<file path="config.mk">
export PLATFORM = sky130hd
export DESIGN_NAME = sys_probe_reader
export DESIGN_NICKNAME = d
export VERILOG_FILES = /design/src/rtl/sys_probe_reader.sv
export SDC_FILE = /design/constraint.sdc
export NUM_CORES = 1
export LEC_CHECK = 0
export CELL_PAD_IN_SITES_DETAIL_PLACEMENT = 1
export CELL_PAD_IN_SITES_GLOBAL_PLACEMENT = 1
export CORE_MARGIN = 2
export CORE_UTILIZATION = 35
export CTS_CLUSTER_SIZE = 25
export DETAILED_ROUTE_END_ITERATION = 16
export PLACE_DENSITY_LB_ADDON = 0.12
export SYNTH_ARGS = -nofsm -noshare
export SYNTH_HDL_FRONTEND = slang
export SYNTH_SLANG_ARGS = --single-unit
</file>
<file path="constraint.sdc">
create_clock -name clk -period 2.1 [get_ports clk]
set_input_delay 0.525 -clock clk [delete_from_list [all_inputs] [get_ports clk]]
set_output_delay 0.525 -clock clk [all_outputs]
set_load 0.03 [all_outputs]
</file>
<file path="src/rtl/sys_probe_reader.sv">
// sys_probe_reader: sweeps the system LED output mux select codes, waits for
// the debug word to settle, captures it and hands it out over valid/ready.
`timescale 1ns/1ps
module sys_probe_reader #(
  parameter int unsigned SETTLE_CYCLES = 4,
  parameter int unsigned NUM_SEL       = 8
) (
  input  logic        clk,
  input  logic        SYS_reset,
  input  logic        start,
  output logic [2:0]  SYS_output_sel,
  input  logic [26:0] SYS_leds,
  output logic        out_valid,
  input  logic        out_ready,
  output logic [2:0]  out_sel,
  output logic [26:0] out_data,
  output logic        busy,
  output logic        done
);

  localparam int unsigned SEL_W  = 3;
  localparam int unsigned DATA_W = 27;
  localparam int unsigned CNT_W  = 8;

  localparam logic [SEL_W-1:0] LAST_SEL   = SEL_W'(NUM_SEL - 1);
  localparam logic [CNT_W-1:0] SETTLE_END = CNT_W'(SETTLE_CYCLES);

  typedef enum logic [2:0] {
    IDLE    = 3'd0,
    SET     = 3'd1,
    SETTLE  = 3'd2,
    CAPTURE = 3'd3,
    SEND    = 3'd4,
    DONE    = 3'd5
  } state_t;

  state_t           state;
  logic [CNT_W-1:0] settle_cnt;

  // Scan sequencer; SYS_output_sel doubles as the select register and only
  // moves on the edge that enters SET, so it is stable in every other state.
  always_ff @(posedge clk or posedge SYS_reset) begin
    if (SYS_reset) begin
      state          <= IDLE;
      settle_cnt     <= '0;
      SYS_output_sel <= '0;
      out_valid      <= 1'b0;
      out_sel        <= '0;
      out_data       <= '0;
      busy           <= 1'b0;
      done           <= 1'b0;
    end else begin
      case (state)
        IDLE: begin
          if (start) begin
            SYS_output_sel <= '0;
            busy           <= 1'b1;
            state          <= SET;
          end
        end

        SET: begin
          settle_cnt <= '0;
          state      <= SETTLE;
        end

        // Leave once the counter reaches SETTLE_CYCLES.
        SETTLE: begin
          if (settle_cnt == SETTLE_END) begin
            state <= CAPTURE;
          end else begin
            settle_cnt <= settle_cnt + CNT_W'(1);
          end
        end

        CAPTURE: begin
          out_data  <= DATA_W'(SYS_leds);
          out_sel   <= SYS_output_sel;
          out_valid <= 1'b1;
          state     <= SEND;
        end

        // Captured word is held until the consumer takes it.
        SEND: begin
          if (out_ready) begin
            out_valid <= 1'b0;
            if (SYS_output_sel == LAST_SEL) begin
              done  <= 1'b1;
              state <= DONE;
            end else begin
              SYS_output_sel <= SYS_output_sel + SEL_W'(1);
              state          <= SET;
            end
          end
        end

        DONE: begin
          done  <= 1'b0;
          busy  <= 1'b0;
          state <= IDLE;
        end

        default: begin
          state <= IDLE;
        end
      endcase
    end
  end

endmodule

</file>
**Word-level counts from Yosys, hierarchy flattened**

Cells that the tools add are included.

- Bits in registers: 47
- Input port bits: 31

- Add/sub/neg operators: 2
- Equality and inequality tests: 13
- Muxes and demuxes: 18
- Reduce and logical (&&, ||, !) cells: 12

Operators with widths:

| cell | count |
|---|---|
| 3-bit two-way mux | 7 |
| 8-bit case mux with 2 select lines | 1 |
| 3-bit case mux with 5 select lines | 1 |
| 2-bit != test, second input constant | 6 |
| 2-bit nonzero test | 5 |
| 3-bit == test, second input constant | 3 |
| 8-bit by 1-bit adder with 8-bit output, second input constant | 1 |
| 8-bit by 3-bit == test with 1-bit output, second input constant | 1 |
| 8-bit two-way mux | 1 |
| 3-bit by 2-bit == test with 1-bit output, second input constant | 2 |
| 1-bit case mux with 2 select lines | 3 |
| 3-bit case mux with 2 select lines | 1 |
| 2-bit AND reduction | 3 |
| 3-bit AND reduction | 2 |
| 1-bit two-way mux | 4 |
| 4-bit AND reduction | 1 |
| 3-bit by 1-bit adder with 3-bit output, second input constant | 1 |
| 3-bit by 1-bit == test with 1-bit output, second input constant | 1 |
| 3-bit logical NOT | 1 |

**Logic depth before layout (Yosys ltp)**

Gate-level depths: netlist of the first run.

- Word-level depth: 4
- Depth in mapped cells: 5
- Mapped depth without buffers: 5

**Worst setup path before layout of the first run**

No wires, ideal clock.

- Path type: flip-flop to flip-flop
- From: reg SYS_output_sel[0]
- To: reg SYS_output_sel[0]
- Data arrival time: 1.761 ns
- Data required time: 1.975 ns
- Path slack: 0.215 ns
- Cell stages (with the launch flop): 6
- Period minus slack after synthesis: 1.885 ns
- Cells stage by stage: dfrtp_1 > ha_1 > ha_1 > nand3b_1 > a211oi_2 > mux2_2

- Word-level cells in the longest chain between the ends: 4
- Elaborated cells on any way between the ends: 7

RTL lines:

| what | RTL line | RTL |
|---|---|---|
| start: declaration | 11 | `output logic [2:0] SYS_output_sel,` |
| start signal: assignment | 91 | `SYS_output_sel <= SYS_output_sel + SEL_W'(1);` |
| 3-bit by 1-bit adder with 3-bit output | 91 |  |
| 3-bit two-way mux | 87 | `if (SYS_output_sel == LAST_SEL) begin` |
| 3-bit two-way mux | 85 | `if (out_ready) begin` |
| 3-bit case mux with 2 select lines | 53 | `case (state)` |

Several ways; a longest one is shown, not always the timed one. The select of a mux whose other input is x is not followed.
A chain may end at the register's enable or synchronous reset.

**Worst setup path in the final report of the first run**

- From: reg SYS_output_sel[0]
- To: out SYS_output_sel[0]

No word-level cell between the ends.

==> summary.txt, run 1 <==
Routing
  • Initial DRC count: 50
  • Antenna viol nets, final: 0
  • DR WL/cell: 15.38 um
  • Post-route DRC: 0
  • DR vias: 1463
  • DR vias/cell: 4.860
  • First-pass iteration count of the detailed router: 4
  • WL final: 4630 um

Worst setup path
  • Req. time, crit path: about 1.6 ns
  • CP max stage delay: 0.70 ns
  • Worst setup EP type: output pin
  • Worst Path Arrival: 1.41 ns
  • CP bufs+invs: 1
  • Delay-heaviest family, CP: buffers and inverters
  • Crit path max fanout: 5
  • Crit-path cells: clkdlybuf4s50_1
  • Setup CP Type: flop to output pin
  • Critical path startpoint category: flop
  • Slowest library cell on the worst path: clkdlybuf4s50_1

Synth
  • Mapped Cells: around 160
  • Synthesis-stage register bit count: between 40 and 50
  • Yosys warns: 0
  • Largest family of logic cells by synthesized area: multiplexers
  • Synth Area in XOR/XNOR: 0%
  • Register area share after synthesis: slightly below 60%
  • Simple-Gate Fraction of Synth Area: 10.48%
  • Cell Area, Synth: about 2000 um^2
  • Post-synth cell types: 32
  • Compound-gate portion of the synthesized area: 5.919%
  • Mux contribution to synthesized area: 20.16%
  • Mapped Nets: 194
  • Average size of a mapped cell: 12.76 um^2
  • Post-synthesis adder-cell area fraction: 2.466%

STA
  • Worst-margin pin slew: 0.4727 ns
  • Setup ws final: between 0.15 and 0.2 ns
  • Clock skew: between 0.004 and 0.005 ns
  • Rel. slew slack: 68.05%
  • Sum Neg Setup Slack: 0 ns
  • Final Hold Fails: 0
  • FMAX: slightly above 0.5 GHz
  • Min cycle time layout: roughly 1.9 ns
  • # setup viols final: 0
  • RSZ-0062 raised after global routing: no
  • Pins Over Slew Limit: 0
  • Final clock period utilization by the worst path: 92.08%

Finish
  • Multi-input gate area: 792.0 um^2
  • # nets final: 263
  • Layout area overhead: 43.77%
  • Fillers: 589
  • Layout cells sized above 1: 20.09%
  • Most common cell after layout, fill and taps aside: clkdlybuf4s50_1
  • Most frequent cells in the layout: 66 x clkdlybuf4s50_1, 47 x dfrtp_1, 31 x mux2_2, 12 x nand2_1
  • Register Area: between 1000 and 1500 um^2
  • Ant diodes: 0
  • Final Non-Filler Cells: between 300 and 400

Status
  • Status: completed

Placed design
  • Placed cells: ~290
  • Number of port buffers: 66
  • Post-DP HPWL: ~3400 um
  • DP Worst Slack: approximately 0.19 ns
  • GP Congestion: 0.7528

Global route
  • Initial antenna violation count: 0
  • Busiest grt layer: met2
  • Largest net degree at the start of global routing: 48
  • Vias in the first global route: 1594
  • Total gr overflow: 0
  • All-layer global routing usage: between 15 and 20%
  • First-pass GRT wire length: 7790 um
  • Met2 usage: 27.83%
  • Met3 usage: 3.146%
  • Grt met1 use: about a fifth

Pwr
  • Share of power burned in combinational logic: 49.8%
  • Sw frac: 38.66%
  • PD cells: 1504 nW/um^2
  • VDD IR max: 0.7719 mV
  • Clock share of power: approximately 16%
  • Part of the power in registers: about a third
  • Internal power: 2692 uW
  • Switch Pwr: 1697 uW
  • Static leakage: 0.001247 uW

Clock network
  • H-tree depth: 2
  • CTS tree: yes
  • CTS buffer count: 5
  • Clk root buf: clkbuf_8
  • Setup Buffers After CTS: 0
  • Hold-fix buffers, CTS: 0
  • Clock slew at reported path FFs: 0.08 ns
  • Clock Sinks: 47
  • Post_cts resized: 0
  • Worst skew pair latency: 0.30 ns
  • CTS Buffer Depth: 2

Floorplan
  • Rows: 27
  • Die W: 80.15 um
  • Core outline area: 5540 um^2
  • Starting Density: a little over a third
  • Die ar.: 6423 um^2
  • Chip height: 80.15 um
  • I/O pin cnt: 67

Hold path
  • Path category of the worst min-delay check: flop to flop

Job
  • Total of max-cap violations: 0
[final cells by class]
type	instances	area share, %
Tap cell	72	3.087
Sequential cell	47	40.31
Timing Repair Buffer	70	24.53
Multi-Input combinational cell	97	27.14
Clock buffer	6	2.830
Inverter	7	0.9005
Clock inverter	2	1.201
[power by group through the flow]
stage               Clock, uW  Combinational (uW)  Sequential [uW]
finish                    683                2190             1520
global route              742                2340             1580
CTS                       709                2220             1520
detailed placement          0                2210             1540
global placement            0                2160             1510
floorplan                   0                 770             2070
[through the flow]
step,hold WS [ns],utilization (%),total power (uW),instance area (um^2)
after CTS,0.4966,52.66,4451,2918
after floorplan,0.4492,-,2844,2029
final,0.4879,52.66,4388,2918
after global routing,0.5178,52.66,4660,2918
after global placement,0.4814,50.54,3676,2800
after detailed placement,0.4841,50.54,3754,2800
[sequential cells by signal (all words and copies together) (netlist names)]
register,cells
out_data,27
settle_cnt,8
SYS_output_sel,3
out_sel,3
state,3
busy,1
done,1
out_valid,1
[path summary, 6_finish.rpt]
kind	cells after the start	from	slack, ns	to
worst min-delay path	1	settle_cnt[7]	0.49	settle_cnt[7]
worst max-delay path	1	SYS_output_sel[0]	0.17	SYS_output_sel[0]
worst min register to register	1	settle_cnt[7]	0.49	settle_cnt[7]
max in group asynchronous	3	SYS_reset	1.30	out_sel[1]
min in group asynchronous	3	SYS_reset	0.58	out_data[14]
worst max register to register	3	state[1]	0.27	settle_cnt[5]
[per-layer routing]
| metal | wire [um] | up-vias |
|---|---|---|
| met2 | 2382 | 41 |
| met1 | 1963 | 721 |
| met5 | 0 | - |
| met3 | 213 | 8 |
| met4 | 70 | 0 |
| li1 | - | 693 |
[synthesized netlist by cell type]
cell type	count	area, um^2
dfrtp_1	47	1176
mux2_2	31	349.1
nand2_1	12	45.04
inv_1	7	26.28
mux2i_1	6	60.06
nand3_1	5	25.02
a21oi_1	4	20.02
buf_2	4	20.02
clkbuf_1	4	15.01
ha_1	4	50.05
nor2_1	4	15.01
nor2b_1	3	18.77
a31oi_1	2	12.51
nand3b_1	2	15.01
nor3b_1	2	15.01
nor4bb_1	2	20.02
o211ai_1	2	15.01
o21ai_0	2	10.01
or3b_1	2	17.52
or4_1	2	15.01
a211o_1	1	8.760
a211oi_1	1	7.510
a211oi_2	1	12.51
a21boi_1	1	7.510
nand2b_1	1	6.260
nor3_1	1	5.000
nor4_1	1	6.260
o21ai_1	1	5.000
o21bai_1	1	7.510
o22ai_1	1	6.260
o31ai_1	1	7.510
or3b_2	1	8.760
[kinds of logic after synthesis]
group | count (synthesis)
AOI/OAI and AO/OA | 18
adders and majority gates | 4
buffers and inverters | 15
DFF | 47
muxes | 37
and+or+nand+nor | 38
(Power assumes the default switching activity.)
==> run 2, diff against run 1 <==
--- a/config.mk
+++ b/config.mk
@@ -5,13 +5,15 @@
 export SDC_FILE = /design/constraint.sdc
 export NUM_CORES = 1
 export LEC_CHECK = 0
+export ABC_AREA = 1
 export CELL_PAD_IN_SITES_DETAIL_PLACEMENT = 1
 export CELL_PAD_IN_SITES_GLOBAL_PLACEMENT = 1
 export CORE_MARGIN = 2
 export CORE_UTILIZATION = 35
-export CTS_CLUSTER_SIZE = 25
+export CTS_CLUSTER_SIZE = 8
 export DETAILED_ROUTE_END_ITERATION = 16
 export PLACE_DENSITY_LB_ADDON = 0.12
+export RECOVER_POWER = 100
 export SYNTH_ARGS = -nofsm -noshare
 export SYNTH_HDL_FRONTEND = slang
 export SYNTH_SLANG_ARGS = --single-unit
==> summary.txt, run 2 <==
Synth
  • Yosys warns: 0
  • Largest family of logic cells by synthesized area: multiplexers
  • Mapped Nets: 228
  • Commonest register cell after synthesis: dfrtp_1
  • Area share of the largest cell type after synthesis: between 50% and 60%
  • Top cells by area, synth: dfrtp_1 53%, mux2_4 19%, nand3_1 5.8%
  • Top cells by count, synth: 47 x dfrtp_1, 33 x nand2_1, 28 x mux2_4
  • Compound-gate portion of the synthesized area: between 2 and 3%
  • Synth Area in XOR/XNOR: less than 1%
  • Count leader, synth: dfrtp_1
  • Simple-Gate Fraction of Synth Area: 16.36%
  • Cell Area, Synth: roughly 2200 um^2
  • Mapped Cells: roughly 190
  • Post-synth top area cell: dfrtp_1
  • Mux contribution to synthesized area: 19.90%
  • Register area share after synthesis: 52.84%
  • Post-synth EDFFs: 0
  • Post-synthesis adder-cell area fraction: 2.248%
  • Average size of a mapped cell: around 12 um^2
  • Ys async rst share: 100.0%
  • Post-synth cell types: 23
  • Synthesis-stage register bit count: 47

Status
  • Status: completed

Placed design
  • Placed cells: 337
  • GP Congestion: 0.7131
  • DP Worst Slack: 0.4465 ns
  • Number of port buffers: 66
  • Post-DP HPWL: 3523 um

Worst setup path
  • Setup CP Type: flop to output pin
  • Delay-heaviest family, CP: buffers and inverters
  • CP bufs+invs: 1
  • R2r worst-path depth: 4
  • Worst Path Arrival: around 1.5 ns
  • CP max stage delay: 0.77 ns
  • Req. time, crit path: 1.57 ns
  • Worst R2R Setup Slack: 0.25 ns
  • Slowest library cell on the worst path: dlygate4sd3_1
  • Crit-path cells: dlygate4sd3_1
  • Reg2reg end: out_sel[2]
  • Critical path startpoint category: flop
  • Worst setup EP type: output pin
  • Reg-to-Reg Start: state[2]
  • Crit path max fanout: 4

Global route
  • Vias in the first global route: 1759
  • Largest net degree at the start of global routing: 48
  • Total gr overflow: 0
  • Initial antenna violation count: 0
  • First-pass GRT wire length: 8728 um
  • All-layer global routing usage: about 15%

Pwr
  • Static leakage: 0.001382 uW
  • PD cells: between 1000 and 1500 nW/um^2
  • VDD IR max: just under 0.6 mV

STA
  • Rel. slew slack: between 20% and 30%
  • Setup ws final: approximately 0.12 ns
  • FMAX: 0.5047 GHz
  • Final Hold Fails: 0
  • # setup viols final: 0
  • Worst-margin pin slew: 1.188 ns
  • Min cycle time layout: 1.982 ns
  • Clock skew: 0.004886 ns
  • Final clock period utilization by the worst path: 94.36%
  • RSZ-0062 raised after global routing: no
  • Sum Neg Setup Slack: 0 ns
  • Pins Over Slew Limit: 0

Finish
  • Regs by FF count: out_data x27, settle_cnt x8
  • Largest register by flop count: out_data
  • Largest register FFs: 27
  • Ant diodes: 0
  • # nets final: 302
  • Final Non-Filler Cells: 345
  • Most common cell after layout, fill and taps aside: dfrtp_1
  • Layout area overhead: 32.27%
  • Most frequent cells in the layout: 47 x dfrtp_1, 36 x dlygate4sd3_1, 33 x nand2_1, 30 x clkdlybuf4s50_1, 28 x nand3_1
  • Final Util: approximately 47%
  • Layout cells sized above 1: 7.836%

Floorplan
  • Chip height: roughly 84 um
  • Die W: between 80 and 90 um
  • I/O pin cnt: 67
  • Rows: 29
  • Core outline area: ~6200 um^2
  • Starting Density: 35.67%
  • Die ar.: 7013 um^2

Routing
  • First-pass iteration count of the detailed router: 4
  • Initial DRC count: a little over 40
  • DR vias: between 1500 and 2000
  • DR vias/cell: 4.736
  • Post-route DRC: 0
  • WL final: approximately 4700 um
  • Antenna viol nets, final: 0
  • DR WL/cell: 13.58 um

Clock network
  • Worst skew pair latency: around 0.30 ns
  • CTS tree: yes
  • Post_cts resized: 0
  • CTS Buffer Depth: 2
  • CTS buffer count: 5
  • Clock Sinks: 47
  • Clk root buf: clkbuf_8
  • Clock slew at reported path FFs: 0.09 ns
  • Setup Buffers After CTS: 0
  • Hold-fix buffers, CTS: 0
  • H-tree depth: 2

Hold path
  • Hold path depth: 1
  • Path category of the worst min-delay check: flop to flop
  • Hold Path End: out_sel[1]
  • Hold_sp: out_sel[1]

Job
  • Total of max-cap violations: 0
==> run 2: layer usage <==
layer	GRT usage, %	vias up	wire length, um
li1	-	787	-
met1	22.39	805	2223
met2	23.13	38	2231
met3	3.165	4	195
met4	3.519	0	36
met5	0	-	0
==> run 2: per-stage QoR <==
stage / hold WS [ns] / cell area, um^2 / power (uW)
6_report: 0.4913 / 2944 / 4172
5_1_grt: 0.5151 / 2944 / 4499
4_1_cts: 0.5167 / 3083 / 4739
3_5_place_dp: 0.4924 / 2994 / 4152
3_3_place_gp: 0.4884 / 2994 / 4109
2_1_floorplan: 0.5077 / 2226 / 3235
==> run 2: cell families (layout without fill, tap and decap cells) <==
family | Yosys count | after routing
AOI/OAI and AO/OA | 8 | 8
muxes | 30 | 30
adders and majority gates | 4 | 4
buffers and inverters | 25 | 100
and+or+nand+nor | 77 | 77
xor gates and xnor gates | 2 | 2
DFF | 47 | 47
==> run 2: area by class of cell <==
type	count	area, um^2
Clock inverter	3	20.02
Inverter	21	78.83
Tap cell	77	96.34
Multi-Input combinational cell	121	813.3
Sequential cell	47	1176
Timing Repair Buffer	71	690.7
Clock buffer	5	68.82
Fill cell	702	3297
==> run 2: report_power, final <==
| group | internal (uW) | total, uW | switching (uW) |
|---|---|---|---|
| clock | 232 | 540 | 308 |
| sequential | 1270 | 1490 | 221 |
| combinational | 870 | 2140 | 1270 |
| total | 2370 | 4170 | 1800 |
==> run 2: how the worst max path moves through the flow <==
| stage | from | cells after the start | slack, ns | endpoint |
|---|---|---|---|---|
| 2_1_floorplan | SYS_reset | 1 | 0.46 | SYS_output_sel[0] |
| 3_3_place_gp | out_ready | 7 | 0.48 | state[2] |
| 3_5_place_dp | out_ready | 7 | 0.45 | state[2] |
| 4_1_cts | SYS_output_sel[0] | 1 | 0.14 | SYS_output_sel[0] |
| 5_1_grt | SYS_output_sel[2] | 1 | 0.06 | SYS_output_sel[2] |
| 6_report | SYS_output_sel[2] | 1 | 0.12 | SYS_output_sel[2] |
